File: config.mk
export PLATFORM = sky130hd
export DESIGN_NAME = program_loader
export DESIGN_NICKNAME = d
export VERILOG_FILES = /design/src/rtl/cpu_pkg.sv /design/src/rtl/byte_packer.sv /design/src/rtl/program_loader.sv
export SDC_FILE = /design/constraint.sdc
export NUM_CORES = 1
export LEC_CHECK = 0
export CORE_MARGIN = 2
export CORE_UTILIZATION = 45
export DETAILED_ROUTE_END_ITERATION = 8
export GPL_TIMING_DRIVEN = 0
export PLACE_DENSITY = 0.68
export SLEW_MARGIN = 15
export SYNTH_ARGS = -nofsm -noshare
export SYNTH_HDL_FRONTEND = slang
export SYNTH_HIERARCHICAL = 1
export SYNTH_SLANG_ARGS = --single-unit
File: constraint.sdc
create_clock -name clk -period 4.7 [get_ports clk]
set_clock_uncertainty 0.2 [all_clocks]
set_input_delay 0.94 -clock clk [delete_from_list [all_inputs] [get_ports clk]]
set_output_delay 0.94 -clock clk [all_outputs]
set_load 0.02 [all_outputs]
File: src/rtl/cpu_pkg.sv
// Shared loader definitions: FSM state encoding, stream framing constants
// and the word-address helper.
package cpu_pkg;

  localparam int HDR_BYTES      = 2;
  localparam int BYTES_PER_WORD = 4;
  localparam int LEN_W          = 8 * HDR_BYTES;
  localparam int LANE_W         = $clog2(BYTES_PER_WORD);
  localparam int WORD_W         = 8 * BYTES_PER_WORD;

  typedef enum logic [2:0] {
    ST_LEN_HI,
    ST_LEN_LO,
    ST_DATA,
    ST_CHECK,
    ST_RUN,
    ST_ERROR
  } state_e;

  // Byte address of word idx; wraps modulo 2^32.
  function automatic logic [31:0] word_addr(input logic [31:0] base,
                                            input logic [LEN_W-1:0] idx);
    return base + (32'(idx) * 32'(BYTES_PER_WORD));
  endfunction

endpackage

File: src/rtl/byte_packer.sv
// Big-endian byte-to-word packer: holds the earlier bytes of the current word
// and presents the completed word in the same cycle as its final byte.
module byte_packer
  import cpu_pkg::*;
(
  input  logic              clk,
  input  logic              reset,
  input  logic              byte_valid,
  input  logic [7:0]        byte_in,
  output logic [WORD_W-1:0] word_out,
  output logic              word_done
);

  logic [WORD_W-9:0] shift_q, shift_d;
  logic [LANE_W-1:0] lane_q, lane_d;

  always_comb begin
    shift_d = shift_q;
    lane_d  = lane_q;
    if (byte_valid) begin
      shift_d = {shift_q[WORD_W-17:0], byte_in};
      lane_d  = lane_q + 1'b1;
    end
  end

  always_ff @(posedge clk or posedge reset) begin
    if (reset) begin
      shift_q <= '0;
      lane_q  <= '0;
    end else begin
      shift_q <= shift_d;
      lane_q  <= lane_d;
    end
  end

  // Earliest byte lands in the top lane.
  assign word_out  = {shift_q, byte_in};
  assign word_done = byte_valid && (lane_q == LANE_W'(BYTES_PER_WORD - 1));

endmodule

File: src/rtl/program_loader.sv
// Boot loader: parses a length-prefixed, XOR-checksummed byte stream into
// instruction-memory writes and releases the CPU only on a good image.
module program_loader
  import cpu_pkg::*;
#(
  parameter logic [31:0] BASE_ADDR = 32'h0000_0000,
  parameter int          MAX_WORDS = 1024
) (
  input  logic        clk,
  input  logic        reset,
  input  logic        rx_valid,
  input  logic [7:0]  rx_data,
  output logic        mem_we,
  output logic [31:0] mem_addr,
  output logic [31:0] mem_wdata,
  output logic        cpu_reset,
  output logic        done,
  output logic        error
);

  state_e             state_q, state_d;
  logic [LEN_W-1:0]   len_q, len_d;
  logic [LEN_W-1:0]   idx_q, idx_d;
  logic [7:0]         csum_q, csum_d;
  logic               we_q, we_d;
  logic [31:0]        addr_q, addr_d;
  logic [31:0]        wdata_q, wdata_d;
  logic               cpu_reset_q, cpu_reset_d;
  logic               done_q, done_d;
  logic               error_q, error_d;

  logic               pack_valid;
  logic [WORD_W-1:0]  pack_word;
  logic               pack_done;
  logic [LEN_W-1:0]   n_len;

  assign pack_valid = rx_valid && (state_q == ST_DATA);
  assign n_len      = {len_q[LEN_W-9:0], rx_data};

  byte_packer u_packer (
    .clk       (clk),
    .reset     (reset),
    .byte_valid(pack_valid),
    .byte_in   (rx_data),
    .word_out  (pack_word),
    .word_done (pack_done)
  );

  always_comb begin
    state_d = state_q;
    len_d   = len_q;
    idx_d   = idx_q;
    csum_d  = csum_q;
    we_d    = 1'b0;
    addr_d  = addr_q;
    wdata_d = wdata_q;
    if (rx_valid) begin
      unique case (state_q)
        ST_LEN_HI: begin
          len_d   = LEN_W'(rx_data);
          csum_d  = csum_q ^ rx_data;
          state_d = ST_LEN_LO;
        end
        ST_LEN_LO: begin
          len_d  = n_len;
          csum_d = csum_q ^ rx_data;
          if (n_len == '0)
            state_d = ST_CHECK;
          else if (32'(n_len) > $unsigned(32'(MAX_WORDS)))
            state_d = ST_ERROR;
          else
            state_d = ST_DATA;
        end
        ST_DATA: begin
          csum_d = csum_q ^ rx_data;
          if (pack_done) begin
            we_d    = 1'b1;
            addr_d  = word_addr(BASE_ADDR, idx_q);
            wdata_d = pack_word;
            idx_d   = idx_q + 1'b1;
            if (idx_q == LEN_W'(len_q - 1'b1))
              state_d = ST_CHECK;
          end
        end
        ST_CHECK: begin
          state_d = (rx_data == csum_q) ? ST_RUN : ST_ERROR;
        end
        default: ;  // RUN and ERROR hold until reset
      endcase
    end
    // Status outputs track the state being entered so they change with it.
    cpu_reset_d = (state_d != ST_RUN);
    done_d      = (state_d == ST_RUN);
    error_d     = (state_d == ST_ERROR);
  end

  always_ff @(posedge clk or posedge reset) begin
    if (reset) begin
      state_q     <= ST_LEN_HI;
      len_q       <= '0;
      idx_q       <= '0;
      csum_q      <= '0;
      we_q        <= 1'b0;
      addr_q      <= BASE_ADDR;
      wdata_q     <= '0;
      cpu_reset_q <= 1'b1;
      done_q      <= 1'b0;
      error_q     <= 1'b0;
    end else begin
      state_q     <= state_d;
      len_q       <= len_d;
      idx_q       <= idx_d;
      csum_q      <= csum_d;
      we_q        <= we_d;
      addr_q      <= addr_d;
      wdata_q     <= wdata_d;
      cpu_reset_q <= cpu_reset_d;
      done_q      <= done_d;
      error_q     <= error_d;
    end
  end

  assign mem_we    = we_q;
  assign mem_addr  = addr_q;
  assign mem_wdata = wdata_q;
  assign cpu_reset = cpu_reset_q;
  assign done      = done_q;
  assign error     = error_q;

endmodule

==> results.sh, run 1 <==
export IMPL_die_area_um2=13700
export IMPL_root_buffer="clkbuf_16"
export IMPL_insertedDiodeCount=0
export IMPL_htree_levels=4
export IMPL_cp_max_fo=10
export IMPL_max_freq_mhz=276
export IMPL_dp_slack_ns=0.663
export IMPL_vias=4240
export IMPL_hold_path_class="reg -> reg"
export IMPL_synth_main_ff_cell="dfrtp_1"
export IMPL_coreArea_um2=12500
export IMPL_die_height_um=117
export IMPL_async_reset_ff_share_pct=100
export IMPL_startpoint_type="primary input"
export IMPL_cts_sinks=121
export IMPL_power_leakage_nw=3.47
export IMPL_yosysSeqAreaShare_pct=52.8
export IMPL_p_per_area_nw_per_um2=456
export IMPL_synth_most_common_cell="nand2_1"
export IMPL_synthDistinctLibCells=57
export IMPL_hold_start="u_packer/lane_q[0]"
export IMPL_synth_area_leaders="dfrtp_1, nand2_1, mux2_4, xnor2_1, buf_4"
export IMPL_slew_violations=0
export IMPL_wl_mm=12.8
export IMPL_min_period_ns=3.62
export IMPL_wl_per_cell_um=14.9
export IMPL_min_period_over_period_pct=77.1
export IMPL_antenna_found_initial=0
export IMPL_final_util_pct=57.9
export IMPL_ant_nets=0
export IMPL_path_clk_slew_ns=0.05
export IMPL_nets=690
export IMPL_first_pass_iters=4
export IMPL_rows=41
export IMPL_grt_total_usage_pct=20.3
export IMPL_finalWorstSetupSlack_ns=1.08
export IMPL_dp_hpwl_mm=9.07
export IMPL_synthTopCellsByCount="nand2_1, dfrtp_1, xnor2_1"
export IMPL_clk_latency_ns=0.41
export IMPL_fin_setup_tns_ns=0
export IMPL_avgSynthCellArea_um2=9.91
export IMPL_vias_per_cell=4.93
export IMPL_synth_area_um2=5740
export IMPL_grt_first_pass_wirelength_mm=21.3
export IMPL_fillers=1108
export IMPL_max_vdd_ir_drop_mv=0.208
export IMPL_multi_input_area_um2=2370
export IMPL_drt_iter0_markers=225
export IMPL_ys_warn_count=6
export IMPL_area_growth_pct=26.3
export IMPL_critical_path_class="in -> reg"
export IMPL_synthCells=579
export IMPL_drv_cap=0
export IMPL_ios=79
export IMPL_grt_setup_unrepaired="false"
export IMPL_synth_top_area_share_pct=52.3
export IMPL_yosys_area_top_type="dfrtp_1"
export IMPL_grt_start_max_net_pins=52
export IMPL_ff_latch_area_um2=3030
export IMPL_postCtsHoldBufs=0
export IMPL_cts_tree="yes"
export IMPL_max_slew_margin_rel_pct=34.7
export IMPL_gp_congestion=0.875
export IMPL_status="complete, no violations"
export IMPL_critPathCaptureType="register"
export IMPL_post_cts_resized=0
export IMPL_clockBufferDepth=2
export IMPL_synth_edf_count=0
export IMPL_port_buffers=62
export IMPL_hold_viol_final=0
export IMPL_die_w_um=117
export IMPL_crit_arrival_ns=3.72
export IMPL_drc_errors=0
export IMPL_start_util_pct=45.9
export IMPL_setup_violations=0
export IMPL_ys_ff_latch=121
export IMPL_post_cts_buffers=0
export IMPL_cp_startpoint="rx_valid"
export IMPL_numCtsBuffers=17
export IMPL_final_layout_size_suffix_gt1_share_pct=14.4
export IMPL_required_ns=4.80
export IMPL_timing_rr_start="state_q[0]"
export IMPL_grt_pass1_vias=4206
export IMPL_overflow=0
export IMPL_worst_slew_pin_slew_ns=0.979
## worst max-delay path: stages
cell and delay [ns]:
clkdlybuf4s50_1 0.53, and4bb_1 0.32, buf_6 0.20, buf_12 0.16, and2_1 0.13, nand2_1 0.07
buf_2 0.21, nor4_1 0.37, nand4_1 0.13, or4_1 0.43, o31ai_2 0.23
## metrics by stage
step / total power [mW] / instance area, um^2 / hold WS (ns) / instances
2_1_floorplan: 1.83 / 5800 / 0.235 / 594
3_3_place_gp: 1.99 / 6630 / 0.251 / 828
3_5_place_dp: 2.03 / 6660 / 0.257 / 829
4_1_cts: 3.32 / 7250 / 0.272 / 860
5_1_grt: 3.47 / 7250 / 0.287 / 860
6_report: 3.30 / 7250 / 0.271 / 860
## routing by layer
metal	up-vias	routed length, um	GRT usage (%)
met1	2061	5840	27.8
li1	2044	-	-
met2	115	6160	32.0
met5	-	0	0
met4	0	190	6.98
met3	20	644	4.48
## power breakdown
| group | internal (mW) | total, mW | switching [mW] |
|---|---|---|---|
| logic | 0.320 | 0.744 | 0.425 |
| clock network | 0.819 | 1.28 | 0.465 |
| registers | 1.16 | 1.28 | 0.114 |
## final timing paths
path / to / slack, ns / cells after the start
worst max register to register: state_q[0] / 1.65 / 10
max in group asynchronous: u_packer/shift_q[0] / 2.74 / 2
worst min register to register: u_packer/lane_q[0] / 0.27 / 1
worst max-delay path: state_q[0] / 1.08 / 11
min in group asynchronous: mem_wdata[16] / 0.78 / 2
worst min-delay path: u_packer/lane_q[0] / 0.27 / 1
## cell usage in the layout (no fill, tap or decap), drive strengths merged, types with 2 or more instances in the layout
cell type      netlist  final
o21ai               13     13
a31oi                3      3
mux2i                2      2
xnor2               30     30
ha                   3      3
nand2b               8      8
nand3               14     14
clkinv               0      3
clkinvlp             0      4
conb                 1     16
a21oi                5      5
bufinv               0      2
nor2b                3      3
nor3                 6      6
xor2                19     19
nor4                 7      7
dfrtp              120    120
o31ai                3      3
nand4                9      9
mux2                26     26
clkbuf              15     36
clkdlybuf4s50        0     62
or3                  3      3
nor2                17     17
nand4b               2      2
buf                 39     40
nor4b                2      2
nand2              198    198
nand3b               2      2
inv                 11     12
## cell type report
type | count | share of cell area, %
inverter | 11 | 0.604
timing repair buffer | 63 | 8.94
clock inverter | 10 | 1.62
buffer | 54 | 4.88
clock buffer | 21 | 6.49
sequential | 121 | 41.8
tap | 172 | 2.97
multi-input combinational | 408 | 32.7
## flip-flops by register name, indices dropped and copies added, names as in the netlist
| name | flops |
|---|---|
| state_q | 3 |
| error | 1 |
| mem_we | 1 |
| u_packer/shift_q | 24 |
| mem_addr | 16 |
| done | 1 |
| idx_q | 16 |
| u_packer/lane_q | 2 |
| csum_q | 8 |
| mem_wdata | 32 |
| len_q | 16 |
| cpu_reset | 1 |
## kinds of logic after synthesis
| logic type | count (synthesis) | synth area share [%] |
|---|---|---|
| fa+ha+maj | 3 | 0.654 |
| simple gates | 277 | 21.4 |
| buf+inv | 65 | 6.89 |
| xor+xnor | 49 | 7.48 |
| flops | 121 | 52.8 |
| compound gates | 35 | 4.06 |
| other cells | 1 | 0.0653 |
| mux | 28 | 6.69 |
Power figures use the tool's default switching activity.
==> inputs of run 2 (changes only) <==
- PLACE_DENSITY: 0.68 -> 0.7
- clock period: 4.7 -> 3 ns (I/O delays scaled with it)
==> run 2 against run 1 <==
Compared with the run above:
- critical path depth is 1 lower
- count of clock-buffer cells in the layout shrank 2
- utilization up 1.0 points
- combinational power up 59%
- setup slack got worse by 0.94 ns
- sequential cell count is the same
- sequential share of layout area shrank 0.73 points
- largest cell class unchanged
- critical endpoint unchanged
- cell count is 0.47% higher
==> results.sh, run 2 (synthesized netlist as in run 1, its figures left out) <==
export IMPL_status="complete, no violations"
export IMPL_critPathMaxStageDelay_ns=0.43
export IMPL_layout_common_cells="nand2_1, dfrtp_1, clkdlybuf4s50_1, xnor2_1, buf_4"
export IMPL_root_buffer="clkbuf_16"
export IMPL_min_period_over_period_pct=95.5
export IMPL_clockBufferDepth=2
export IMPL_final_layout_size_suffix_gt1_share_pct=15.3
export IMPL_power_leakage_nw=3.53
export IMPL_grt_total_usage_pct=20.6
export IMPL_max_slew_margin_rel_pct=33.5
export IMPL_cts_tree="yes"
export IMPL_grt_start_max_net_pins=28
export IMPL_area_growth_pct=28.6
export IMPL_setup_violations=0
export IMPL_insertedDiodeCount=0
export IMPL_postCtsHoldBufs=0
export IMPL_critical_path_class="reg -> reg"
export IMPL_dp_slack_ns=-0.619
export IMPL_required_ns=3.11
export IMPL_cts_sinks=121
export IMPL_worst_slew_pin_slew_ns=0.997
export IMPL_worstPathCellList="and4bb_2 > buf_8 > buf_12 > and2_1 > nand2_1 > buf_6 > nor4_4 > nand4_1 > or4_1 > o31ai_2"
export IMPL_numCtsBuffers=17
export IMPL_rows=41
export IMPL_dp_cells=831
export IMPL_cp_depth=10
export IMPL_path_clk_slew_ns=0.06
export IMPL_drt_iter0_markers=260
export IMPL_antenna_found_initial=0
export IMPL_startpoint_type="register"
export IMPL_vias_per_cell=4.98
export IMPL_hold_viol_final=0
export IMPL_drc_errors=0
export IMPL_fin_cells=864
export IMPL_htree_levels=4
export IMPL_final_common_cell="nand2_1"
export IMPL_wl_mm=12.8
export IMPL_ios=79
export IMPL_fillers=1108
export IMPL_max_vdd_ir_drop_mv=0.373
export IMPL_drv_cap=0
export IMPL_overflow=0
export IMPL_max_freq_mhz=349
export IMPL_grt_first_pass_wirelength_mm=21.5
export IMPL_clk_latency_ns=0.42
export IMPL_hold_path_class="reg -> reg"
export IMPL_placed_cell_area_um2=6700
export IMPL_grt_pass1_vias=4362
export IMPL_largest_reg_flops=32
export IMPL_nets=693
export IMPL_grt_setup_unrepaired="false"
export IMPL_dp_hpwl_mm=9.11
export IMPL_critical_path_top_delay_family="simple AND/OR/NAND/NOR gates"
export IMPL_gp_congestion=0.845
export IMPL_die_height_um=117
export IMPL_vias=4302
export IMPL_port_buffers=62
export IMPL_die_area_um2=13700
export IMPL_critPathCaptureType="register"
export IMPL_finalWorstSetupSlack_ns=0.136
export IMPL_die_w_um=117
export IMPL_reg2reg_depth=10
export IMPL_whs_ns=0.270
export IMPL_fin_area_um2=7380
export IMPL_cp_max_fo=10
export IMPL_slowest_stage="or4_1"
export IMPL_holdPathStages=2
export IMPL_ant_nets=0
export IMPL_wl_per_cell_um=14.8
export IMPL_start_util_pct=45.9
export IMPL_crit_arrival_ns=2.98
export IMPL_first_pass_iters=5
export IMPL_slew_violations=0
export IMPL_min_period_ns=2.86
export IMPL_p_per_area_nw_per_um2=729
export IMPL_coreArea_um2=12500
export IMPL_finalPower_mw=5.38
export IMPL_worst_path_buf_inv=3
[run 2: stage by stage]
step / TNS (ns) / util, %
after floorplan: 0 / -
after global placement: -12.36 / 53.0
after detailed placement: -13.14 / 53.5
after CTS: 0 / 58.9
after global routing: 0 / 58.9
final: 0 / 58.9
[run 2: layout make-up]
cell class | count | area, um^2 | area share, %
sequential | 121 | 3030 | 41.1
multi-input combinational | 408 | 2390 | 32.3
timing repair buffer | 66 | 694 | 9.41
clock buffer | 19 | 453 | 6.14
buffer | 54 | 364 | 4.93
tap | 172 | 215 | 2.92
clock inverter | 13 | 191 | 2.59
inverter | 11 | 45.0 | 0.610
[run 2: path summary, 6_finish.rpt]
| check | startpoint | to | slack, ns |
|---|---|---|---|
| max in group asynchronous | reset | cpu_reset | 1.23 |
| worst max-delay path | state_q[0] | state_q[0] | 0.14 |
| worst min-delay path | mem_wdata[17] | mem_wdata[17] | 0.27 |
| worst max register to register | state_q[0] | state_q[0] | 0.14 |
| min in group asynchronous | reset | idx_q[13] | 0.40 |
| worst min register to register | mem_wdata[17] | mem_wdata[17] | 0.27 |
[run 2: report_power, final]
group	internal, mW	total, mW	switching, mW
Combinational	0.508	1.18	0.676
Clock	1.44	2.19	0.751
Sequential	1.82	2.00	0.179
Total	3.77	5.38	1.61
[run 2: what timing repair did]
action | in CTS | in global routing
setup buffers | 1 | 0
hold endpoints to repair | 0 | 0
gates resized for setup | 7 | 0
endpoints found under the setup margin | 8 | 0
[run 2: worst reg2reg max path, stage by stage, from the launching register on]
cell and delay [ns]:
dfrtp_1 0.42, and4bb_2 0.39, buf_8 0.12, buf_12 0.13
and2_1 0.13, nand2_1 0.08, buf_6 0.16, nor4_4 0.28
nand4_1 0.12, or4_1 0.43, o31ai_2 0.28
[run 2: metal layers]
metal	track usage, %	vias up	share of wire, %
met5	0	-	0
met4	9.49	0	1.3
met2	32.5	112	48
li1	-	2060	-
met3	4.43	11	4.3
met1	27.3	2119	46
==> inputs of run 3 (changes only) <==
- SLEW_MARGIN: 15 -> 20
- TNS_END_PERCENT: not set -> 50
==> run 3 against run 2 <==
Compared with the run above:
- combinational power barely moved
- total power is essentially flat
- non-clock buffer count stayed put
- die area is the same
- sequential cell count unchanged
- critical path type unchanged
==> results.sh, run 3 (synthesized netlist as in run 1, its figures left out) <==
export IMPL_clk_latency_ns=0.42
export IMPL_grt_setup_unrepaired="false"
export IMPL_postCtsHoldBufs=0
export IMPL_vias_per_cell=4.99
export IMPL_reg2reg_to="state_q[0]"
export IMPL_largest_reg_flops=32
export IMPL_max_freq_mhz=350
export IMPL_drc_errors=0
export IMPL_clockBufferDepth=2
export IMPL_fin_cells=864
export IMPL_root_buffer="clkbuf_16"
export IMPL_gp_congestion=0.845
export IMPL_path_clk_slew_ns=0.06
export IMPL_slowest_stage="or4_1"
export IMPL_holdPathStages=2
export IMPL_regToRegSetupSlack_ns=0.15
export IMPL_reg2reg_depth=10
export IMPL_dp_slack_ns=-0.619
export IMPL_start_util_pct=45.9
export IMPL_ant_nets=0
export IMPL_grt_first_pass_wirelength_mm=21.5
export IMPL_whs_ns=0.270
export IMPL_cts_sinks=121
export IMPL_cp_startpoint="state_q[0]"
export IMPL_hold_viol_final=0
export IMPL_timing_rr_start="state_q[0]"
export IMPL_fin_setup_tns_ns=0
export IMPL_die_height_um=117
export IMPL_vias=4315
export IMPL_worst_slew_pin_slew_ns=0.936
export IMPL_required_ns=3.12
export IMPL_dp_cells=831
export IMPL_numCtsBuffers=17
export IMPL_fillers=1108
export IMPL_nets=693
export IMPL_min_period_over_period_pct=95.1
export IMPL_final_layout_size_suffix_gt1_share_pct=15.3
export IMPL_coreArea_um2=12500
export IMPL_crit_arrival_ns=2.97
export IMPL_worstPathCellList="and4bb_2 > buf_8 > buf_12 > and2_1 > nand2_1 > buf_6 > nor4_4 > nand4_1 > or4_1 > o31ai_2"
export IMPL_slew_violations=0
export IMPL_wl_mm=12.8
export IMPL_htree_levels=4
export IMPL_drv_cap=0
export IMPL_hold_start="mem_wdata[17]"
export IMPL_wl_per_cell_um=14.8
export IMPL_insertedDiodeCount=0
export IMPL_status="complete, no violations"
export IMPL_cp_max_fo=10
export IMPL_power_leakage_nw=3.52
export IMPL_min_period_ns=2.85
export IMPL_critical_path_class="reg -> reg"
export IMPL_port_buffers=62
export IMPL_startpoint_type="register"
export IMPL_setup_violations=0
export IMPL_cts_tree="yes"
export IMPL_ios=79
export IMPL_layout_common_cells="nand2_1, dfrtp_1, clkdlybuf4s50_1, xnor2_1, buf_4"
export IMPL_multi_input_area_um2=2390
export IMPL_hold_path_class="reg -> reg"
export IMPL_die_area_um2=13700
export IMPL_rows=41
export IMPL_overflow=0
export IMPL_drt_iter0_markers=264
export IMPL_critPathMaxStageDelay_ns=0.43
export IMPL_area_growth_pct=28.6
export IMPL_first_pass_iters=5
export IMPL_max_slew_margin_rel_pct=37.2
export IMPL_ff_latch_area_um2=3030
export IMPL_antenna_found_initial=0
export IMPL_fin_area_um2=7380
export IMPL_grt_start_max_net_pins=28
export IMPL_die_w_um=117
export IMPL_finalWorstSetupSlack_ns=0.147
export IMPL_final_common_cell="nand2_1"
export IMPL_holdPathEnd="mem_wdata[17]"
export IMPL_grt_pass1_vias=4362
export IMPL_placed_cell_area_um2=6700
export IMPL_p_per_area_nw_per_um2=729
export IMPL_dp_hpwl_mm=9.11
export IMPL_max_vdd_ir_drop_mv=0.375
export IMPL_grt_total_usage_pct=20.6
export IMPL_critPathCaptureType="register"
run 3: cell count changes in the layout (fill, tap and decap cells not counted):
cell	change
inv_1	-1
clkinv_1	+1
run 3: final cells by class:
type / count / area share (%)
sequential: 121 / 41.1
multi-input combinational: 408 / 32.3
timing repair buffer: 66 / 9.41
clock buffer: 19 / 6.14
buffer: 54 / 4.93
tap: 172 / 2.92
clock inverter: 13 / 2.59
inverter: 11 / 0.610
run 3: repair_timing:
item / CTS / global route
setup buffers: 1 / 0
resized for setup: 7 / 0
setup endpoints to repair: 8 / 0
run 3: report_power, final:
group / internal [mW] / leakage, nW / switching (mW)
Sequential: 1.82 / 1.63 / 0.180
Combinational: 0.508 / 1.59 / 0.677
Clock: 1.44 / 0.306 / 0.753
run 3: worst max path at each step:
stage	end	depth (start not counted)
after floorplan	state_q[0]	10
after global placement	state_q[0]	11
after detailed placement	state_q[0]	11
after CTS	state_q[0]	10
after global routing	state_q[0]	10
final	state_q[0]	10
run 3: critical path, delay by kind of cell (launching register included):
family | cells | cell delay (ns)
AO/OA/AOI/OAI | 1 | 0.28
buffers and inverters | 3 | 0.41
flip-flops | 1 | 0.42
AND/OR/NAND/NOR | 6 | 1.43
run 3: metal layers:
layer  global-route usage, %  vias to the layer above  part of all wire (%)
met5                       0                        -                     0
met4                    9.49                        0                   1.7
met3                    4.43                       18                   4.5
met2                    32.5                      116                    48
met1                    27.3                     2120                    46
li1                        -                     2061                     -
run 3: through the flow:
| step | total power [mW] | utilization, % |
|---|---|---|
| 2_1_floorplan | 2.87 | - |
| 3_3_place_gp | 3.11 | 53.0 |
| 3_5_place_dp | 3.17 | 53.5 |
| 4_1_cts | 5.40 | 58.9 |
| 5_1_grt | 5.64 | 58.9 |
| 6_report | 5.38 | 58.9 |
